$ cat config.mk
export PLATFORM = sky130hd
export DESIGN_NAME = servo_pwm_bank_flat
export DESIGN_NICKNAME = d
export VERILOG_FILES = /design/src/rtl/servo_pwm_pkg.sv /design/src/rtl/servo_pwm_bank_if.sv /design/src/rtl/servo_pwm_channel.sv /design/src/rtl/servo_pwm_bank.sv /design/src/flat_wrapper.sv
export SDC_FILE = /design/constraint.sdc
export NUM_CORES = 1
export LEC_CHECK = 0
export ABC_AREA = 1
export ABC_CLOCK_PERIOD_IN_PS = 17370
export CAP_MARGIN = 10
export CORE_MARGIN = 2
export CORE_UTILIZATION = 60
export DETAILED_ROUTE_END_ITERATION = 8
export PLACE_DENSITY = 0.85
export SYNTH_ARGS = -nofsm -noshare
export SYNTH_HDL_FRONTEND = slang
export SYNTH_SLANG_ARGS = --single-unit
$ cat constraint.sdc
create_clock -name CLK100MHZ -period 17.37 [get_ports CLK100MHZ]
set_input_delay 3.474 -clock CLK100MHZ [delete_from_list [all_inputs] [get_ports CLK100MHZ]]
set_output_delay 3.474 -clock CLK100MHZ [all_outputs]
set_load 0.02 [all_outputs]
$ cat src/rtl/servo_pwm_pkg.sv
// servo_pwm_pkg: shared elaboration helpers for the servo PWM bank.
//   stop_code  - speed code that means "stop" for a given speed-word width
//   step_cyc   - clocks of pulse width per speed code (integer floor)
//   cnt_width  - bit width of the frame counter for a given period
package servo_pwm_pkg;

  function automatic int unsigned stop_code(input int unsigned speed_w);
    return 32'd1 << (speed_w - 1);
  endfunction

  function automatic int unsigned step_cyc(input int unsigned min_cyc,
                                           input int unsigned max_cyc,
                                           input int unsigned speed_w);
    return (max_cyc - min_cyc) / ((32'd1 << speed_w) - 32'd1);
  endfunction

  function automatic int unsigned cnt_width(input int unsigned period_cyc);
    return (period_cyc > 1) ? $clog2(period_cyc) : 1;
  endfunction

endpackage

$ cat src/rtl/servo_pwm_bank_if.sv
// servo_pwm_bank_if: control/status bundle of the servo PWM bank.
//   en         - global output enable            (master -> slave)
//   speed      - packed per-channel speed words  (master -> slave)
//   pwm        - servo pulse outputs             (slave -> master)
//   frame_tick - one-cycle pulse at frame start  (slave -> master)
//   settled    - applied speed equals target     (slave -> master)
interface servo_pwm_bank_if #(
  parameter int unsigned CHANNELS = 2,
  parameter int unsigned SPEED_W  = 6
);
  logic                         en;
  logic [CHANNELS*SPEED_W-1:0]  speed;
  logic [CHANNELS-1:0]          pwm;
  logic                         frame_tick;
  logic [CHANNELS-1:0]          settled;

  modport master (
    output en,
    output speed,
    input  pwm,
    input  frame_tick,
    input  settled
  );

  modport slave (
    input  en,
    input  speed,
    output pwm,
    output frame_tick,
    output settled
  );
endinterface

$ cat src/rtl/servo_pwm_channel.sv
// servo_pwm_channel: one servo output. Latches its target at each frame
// boundary (optionally mirrored), updates the applied speed, converts it to
// a pulse width and compares against the shared frame counter.
// Optional feature macro: SERVO_PWM_RAMP_EN (per-frame slew limit of RAMP_STEP).
//   clk_i      - clock
//   rst_ni     - asynchronous active-low reset
//   boundary_i - frame boundary (shared counter == 0)
//   stop_i     - force applied speed to stop at this boundary
//   en_i       - output enable
//   cnt_i      - shared frame counter
//   speed_i    - requested speed word
//   pwm_o      - registered pulse output
//   settled_o  - applied speed equals latched target
module servo_pwm_channel
  import servo_pwm_pkg::*;
#(
  parameter int unsigned SPEED_W   = 6,
  parameter int unsigned CNT_W     = 21,
  parameter int unsigned MIN_CYC   = 100_000,
  parameter int unsigned MAX_CYC   = 200_000,
  parameter bit          INVERT    = 1'b0,
  parameter int unsigned RAMP_STEP = 4
) (
  input  logic               clk_i,
  input  logic               rst_ni,
  input  logic               boundary_i,
  input  logic               stop_i,
  input  logic               en_i,
  input  logic [CNT_W-1:0]   cnt_i,
  input  logic [SPEED_W-1:0] speed_i,
  output logic               pwm_o,
  output logic               settled_o
);

  localparam logic [SPEED_W-1:0] StopCode = SPEED_W'(stop_code(SPEED_W));
  localparam logic [SPEED_W-1:0] MaxCode  = '1;
  localparam int unsigned        Step     = step_cyc(MIN_CYC, MAX_CYC, SPEED_W);

  logic [SPEED_W-1:0] target_q, target_d;
  logic [SPEED_W-1:0] cur_q, cur_d;
  logic [SPEED_W-1:0] speed_eff;
  logic [SPEED_W-1:0] ramp_next;
  logic [CNT_W-1:0]   width;
  logic               pwm_q, pwm_d;

  assign speed_eff = INVERT ? (MaxCode - speed_i) : speed_i;

  always_comb begin
    target_d = target_q;
    if (boundary_i) target_d = speed_eff;
  end

`ifdef SERVO_PWM_RAMP_EN
  localparam logic [SPEED_W-1:0] RampInc = SPEED_W'(RAMP_STEP);

  logic [SPEED_W-1:0] diff;

  // Step toward the freshly latched target, never past it.
  always_comb begin
    ramp_next = target_d;
    diff      = '0;
    if (target_d >= cur_q) begin
      diff = target_d - cur_q;
      if (32'(diff) > RAMP_STEP) ramp_next = cur_q + RampInc;
    end else begin
      diff = cur_q - target_d;
      if (32'(diff) > RAMP_STEP) ramp_next = cur_q - RampInc;
    end
  end
`else
  logic unused_ramp_step;
  assign unused_ramp_step = (RAMP_STEP != 0);

  always_comb ramp_next = target_d;
`endif

  always_comb begin
    cur_d = cur_q;
    if (boundary_i) cur_d = stop_i ? StopCode : ramp_next;
  end

  // Width uses cur_d so a new applied speed shapes the pulse of its own frame.
  assign width = CNT_W'(MIN_CYC) + CNT_W'(cur_d) * CNT_W'(Step);

  always_comb pwm_d = en_i && (cnt_i < width);

  always_ff @(posedge clk_i or negedge rst_ni) begin
    if (!rst_ni) begin
      target_q <= StopCode;
      cur_q    <= StopCode;
      pwm_q    <= 1'b0;
    end else begin
      target_q <= target_d;
      cur_q    <= cur_d;
      pwm_q    <= pwm_d;
    end
  end

  assign pwm_o     = pwm_q;
  assign settled_o = (cur_q == target_q);

endmodule

$ cat src/rtl/servo_pwm_bank.sv
// servo_pwm_bank: multi-channel frame-synchronous servo PWM generator.
// Owns the shared frame counter and frame_tick; one servo_pwm_channel per
// output. Optional feature macro: SERVO_PWM_RAMP_EN (per-frame slew limiter).
//   CLK100MHZ - system clock
//   rst_n     - asynchronous active-low reset
//   bus       - servo_pwm_bank_if slave: en, speed in; pwm, frame_tick, settled out
module servo_pwm_bank
  import servo_pwm_pkg::*;
#(
  parameter int unsigned          CHANNELS   = 2,
  parameter int unsigned          SPEED_W    = 6,
  parameter int unsigned          PERIOD_CYC = 2_000_000,
  parameter int unsigned          MIN_CYC    = 100_000,
  parameter int unsigned          MAX_CYC    = 200_000,
  parameter logic [CHANNELS-1:0]  INVERT     = 'b10,
  parameter int unsigned          RAMP_STEP  = 4
) (
  input  logic             CLK100MHZ,
  input  logic             rst_n,
  servo_pwm_bank_if.slave  bus
);

  localparam int unsigned     CntW    = cnt_width(PERIOD_CYC);
  localparam logic [CntW-1:0] CntLast = CntW'(PERIOD_CYC - 1);

  if (!((MIN_CYC < MAX_CYC) && (MAX_CYC < PERIOD_CYC))) begin : g_bad_cfg
    $error("servo_pwm_bank: MIN_CYC < MAX_CYC < PERIOD_CYC is required");
  end

  logic [CntW-1:0]     cnt_q, cnt_d;
  logic                frame_tick_q;
  logic                stop_pend_q, stop_pend_d;
  logic                boundary;
  logic                stop_now;
  logic [CHANNELS-1:0] pwm;
  logic [CHANNELS-1:0] settled;

  assign boundary = (cnt_q == '0);

  always_comb begin
    cnt_d = cnt_q + CntW'(1);
    if (cnt_q == CntLast) cnt_d = '0;
  end

  // Any disable during a frame sends the wheels to stop at the next boundary,
  // even if en has come back by then, so re-enabling always starts from stop.
  assign stop_now = stop_pend_q || !bus.en;

  always_comb begin
    stop_pend_d = stop_now;
    if (boundary) stop_pend_d = !bus.en;
  end

  always_ff @(posedge CLK100MHZ or negedge rst_n) begin
    if (!rst_n) begin
      cnt_q        <= '0;
      frame_tick_q <= 1'b0;
      stop_pend_q  <= 1'b0;
    end else begin
      cnt_q        <= cnt_d;
      frame_tick_q <= boundary;
      stop_pend_q  <= stop_pend_d;
    end
  end

  for (genvar i = 0; i < CHANNELS; i++) begin : g_ch
    servo_pwm_channel #(
      .SPEED_W   (SPEED_W),
      .CNT_W     (CntW),
      .MIN_CYC   (MIN_CYC),
      .MAX_CYC   (MAX_CYC),
      .INVERT    (INVERT[i]),
      .RAMP_STEP (RAMP_STEP)
    ) u_ch (
      .clk_i      (CLK100MHZ),
      .rst_ni     (rst_n),
      .boundary_i (boundary),
      .stop_i     (stop_now),
      .en_i       (bus.en),
      .cnt_i      (cnt_q),
      .speed_i    (bus.speed[i*SPEED_W +: SPEED_W]),
      .pwm_o      (pwm[i]),
      .settled_o  (settled[i])
    );
  end

  assign bus.pwm        = pwm;
  assign bus.settled    = settled;
  assign bus.frame_tick = frame_tick_q;

endmodule

$ cat src/flat_wrapper.sv
// flat-port wrapper written by rule: the top's interface ports become plain ports
module servo_pwm_bank_flat import servo_pwm_pkg::*;
#(
  parameter int unsigned          CHANNELS   = 2,
  parameter int unsigned          SPEED_W    = 6,
  parameter int unsigned          PERIOD_CYC = 2_000_000,
  parameter int unsigned          MIN_CYC    = 100_000,
  parameter int unsigned          MAX_CYC    = 200_000,
  parameter logic [CHANNELS-1:0]  INVERT     = 'b10,
  parameter int unsigned          RAMP_STEP  = 4
)
  (CLK100MHZ, rst_n, bus_en, bus_speed, bus_pwm, bus_frame_tick, bus_settled);
  servo_pwm_bank_if #(.CHANNELS(CHANNELS), .SPEED_W(SPEED_W)) bus_i ();
  input  logic CLK100MHZ;
  input  logic rst_n;
  input wire logic [$bits(bus_i.en)-1:0] bus_en;
  input wire logic [$bits(bus_i.speed)-1:0] bus_speed;
  output wire logic [$bits(bus_i.pwm)-1:0] bus_pwm;
  output wire logic [$bits(bus_i.frame_tick)-1:0] bus_frame_tick;
  output wire logic [$bits(bus_i.settled)-1:0] bus_settled;
  assign bus_i.en = bus_en;
  assign bus_i.speed = bus_speed;
  assign bus_pwm = bus_i.pwm;
  assign bus_frame_tick = bus_i.frame_tick;
  assign bus_settled = bus_i.settled;
  servo_pwm_bank #(.CHANNELS(CHANNELS), .SPEED_W(SPEED_W), .PERIOD_CYC(PERIOD_CYC), .MIN_CYC(MIN_CYC), .MAX_CYC(MAX_CYC), .INVERT(INVERT), .RAMP_STEP(RAMP_STEP)) u_core (.CLK100MHZ(CLK100MHZ), .rst_n(rst_n), .bus(bus_i));
endmodule
==> metrics.txt <==
HP Class register to register; nets 900; post-synthesis adder-cell area fraction 32.8%; maximum root-to-sink buffer count 2; layout cells sized above 1 5.92%; startpoint types primary input; post-synthesis register bit count 49; Clk pin slew, worst setup/hold paths 90 ps; final hold slack 513 ps; Post-CTS Setup Inserts 0; Slew headroom 49.2%; Leak 0.00340 µW; DR WL/cell 14.9 µm; Critical Setup Path Class primary input to register; max-slew violations 0; first-pass GRT wire length 22200 µm; crit path time final 9330 ps; RSZ-0062 raised after global routing no; crit path DAT 9560 ps; hold-fix buffer count after cts 0; worst r2r src u_core.cnt_q[0]; Synth cell types 44; Logic pwr share 5.7%; routability cong. 0.946; mux cell area share after synthesis less than 1%; vias in the first global route 4976; number of core rows 35; Crit. Startpoint bus_en; Synth area leaders ha_1 28%, dfrtp_1 20%, inv_1 8.5%; Top delay family on crit path adder cells; multi-input logic area 3920 µm²; P&R area growth vs syn 6.86%; Critical-path top delay cell o21ai_0; PD cells 31.8 nW/µm²; Final Hold Viols 0; Avg Vias per Cell between 5 and 6; Main synth FF type dfrtp_1; status completed; Die Width approximately 100 µm; Critical Path Sink Type register; fin crit share roughly 54%; Slowest Stage Delay on Critical Path roughly 600 ps; sequential area share after synthesis 21.6%; GRT Total Usage a little over a quarter; post-route antenna net violation count 0; Tightest Pin Transition 755 ps; GRT overflow 0; Fin Setup TNS 0 ps; Clock Skew 4.29 ps; Synth Cell Area between 5000 and 6000 µm²; Final setup viols 0; routed vias 4819; Remaining DRCs 0; reg2reg path depth 29; H-tree levels 2; reg2reg end u_core.g_ch[1].u_ch.pwm_o; CP bufs+invs 5; Post-synth EDFFs 0; core area 9240 µm²; leading area contributor after synthesis ha_1; Total Wirelength around 13000 µm; CP Depth 26; FF+latch area 1230 µm²; Post-synth ARST share 100%; CP endpoint u_core.g_ch[1].u_ch.pwm_o; Clock Latency Late Sink 300 ps; 1st-iter DRT viols between 200 and 300; Mapped Nets 881; initial antenna violation count 0; Psw 45.1 µW; Max FO, Critical Path 7; Synth Area in XOR/XNOR 5.06%; CTS Root Cell clkbuf_8; FMAX 0.107 GHz; number of port buffers 19; dpl hpwl 10800 µm; drt pass-1 iters 5; Die Area between 10000 and 15000 µm²; YS warnings 0; Post-Synth Simple-Gate Area 21.5%; Initial Utilization 61.8%; largest family of logic cells by synthesized area adder cells; ant diodes 0; IO Pins 20; max-cap violation count 0; Sw Share 23.3%; Internal Power 149 µW; Seq pwr share between 60% and 70%; Post-CTS Resized 0; Worst EP required ~18000 ps; CTS tree built; area share of the largest cell type after synthesis 28.3%; die height 102 µm; VDD IR max 0.0330 mV; Mapped Avg Cell Area 7.88 µm²; Clock Power Share 34.1%; # fillers 743; reg2reg setup slack 10390 ps; Synth Area in Compound Gates 9.16%; Syn Inst Count 724; largest net degree at the start of global routing 50; Clock Sink Count 49; Post-synth top cells 129 x ha_1, 129 x inv_1, 127 x nand2_1; Final Core Density 66.0%; total CTS buffers 5
-- through the flow --
| step | std cells | setup WS, ps | cell area [µm²] | total power, µW |
|---|---|---|---|---|
| finish | 872 | 8040 | 6100 | 194 |
| global route | 872 | 7650 | 6100 | 202 |
| floorplan | 724 | 9100 | 5710 | 123 |
| global placement | 864 | 8100 | 6000 | 129 |
| CTS | 871 | 8060 | 6080 | 196 |
| detailed placement | 864 | 7800 | 6000 | 130 |
-- sequential cells by signal (all words and copies together) (netlist names) --
register and count:
u_core.g_ch.u_ch.pwm_o 2, u_core.bus.frame_tick 1, u_core.cnt_q 21, u_core.g_ch.u_ch.cur_q 12, u_core.g_ch.u_ch.target_q 12, u_core.stop_pend_q 1
-- cell usage in the layout (no fill, tap or decap), drive strengths merged --
cell type      count
a21boi             3
clkdlybuf4s50     18
clkinv             1
buf                3
dfstp              4
a22o               1
nor4               5
dfrtp             45
nand3             36
o21ai             28
nor2              42
clkbuf             6
ha               129
o22ai              5
a21oi             44
fa                13
or3                1
mux2i              1
a211oi             2
a31oi              1
nand3b             1
xnor2             14
o21bai             2
a21o               3
o211ai             2
o21a               1
a31o               1
nand4             20
nor3              15
xor2              19
nand2            132
or2               14
inv              131
-- how the worst min path moves through the flow --
stage               cells past startpoint                from  slack (ps)            endpoint
CTS                                     2  u_core.stop_pend_q         510  u_core.stop_pend_q
finish                                  2  u_core.stop_pend_q         510  u_core.stop_pend_q
global route                            2  u_core.stop_pend_q         520  u_core.stop_pend_q
detailed placement                      2  u_core.stop_pend_q         500  u_core.stop_pend_q
floorplan                               2  u_core.stop_pend_q         440  u_core.stop_pend_q
global placement                        2  u_core.stop_pend_q         460  u_core.stop_pend_q
-- cells by family (layout without fill, tap and decap cells) --
group | count (synthesis) | in the layout
compound gates | 93 | 93
xor+xnor | 33 | 33
fa+ha+maj | 142 | 142
buf+inv | 140 | 159
flops | 49 | 49
mux | 1 | 1
simple gates | 266 | 266
-- worst reg2reg max path: cells and delay by family, from the launching register on --
kind,cells,cell delay [ps]
buffers and inverters,4,480
AOI/OAI and AO/OA,9,1770
xor gates and xnor gates,1,180
adders and majority gates,7,2560
and+or+nand+nor,8,1470
DFF,1,450
-- power by group through the flow --
stage | clock, µW | combinational, µW | sequential, µW
final | 66.0 | 11.1 | 117
after global routing | 72.6 | 12.4 | 117
after CTS | 68.4 | 10.8 | 117
after detailed placement | 0 | 10.7 | 119
after global placement | 0 | 10.3 | 119
after floorplan | 0 | 4.03 | 119
-- layer usage --
layer	up-vias	share of wire (%)	global-route usage (%)
met3	28	4.7	3.04
li1	2416	-	-
met4	0	1.7	7.69
met2	125	49	47.8
met5	-	0	0
met1	2250	44	34.4
-- area by class of cell --
class                           count  share of cell area, %
Clock buffer                        6                   1.19
Clock inverter                      1                 0.0821
Inverter                          131                   8.06
Multi-Input combinational cell    535                   64.3
Sequential cell                    49                   20.2
Tap cell                          129                   2.65
Timing Repair Buffer               21                   3.49
Note: power is estimated with default switching activity, not from simulation.
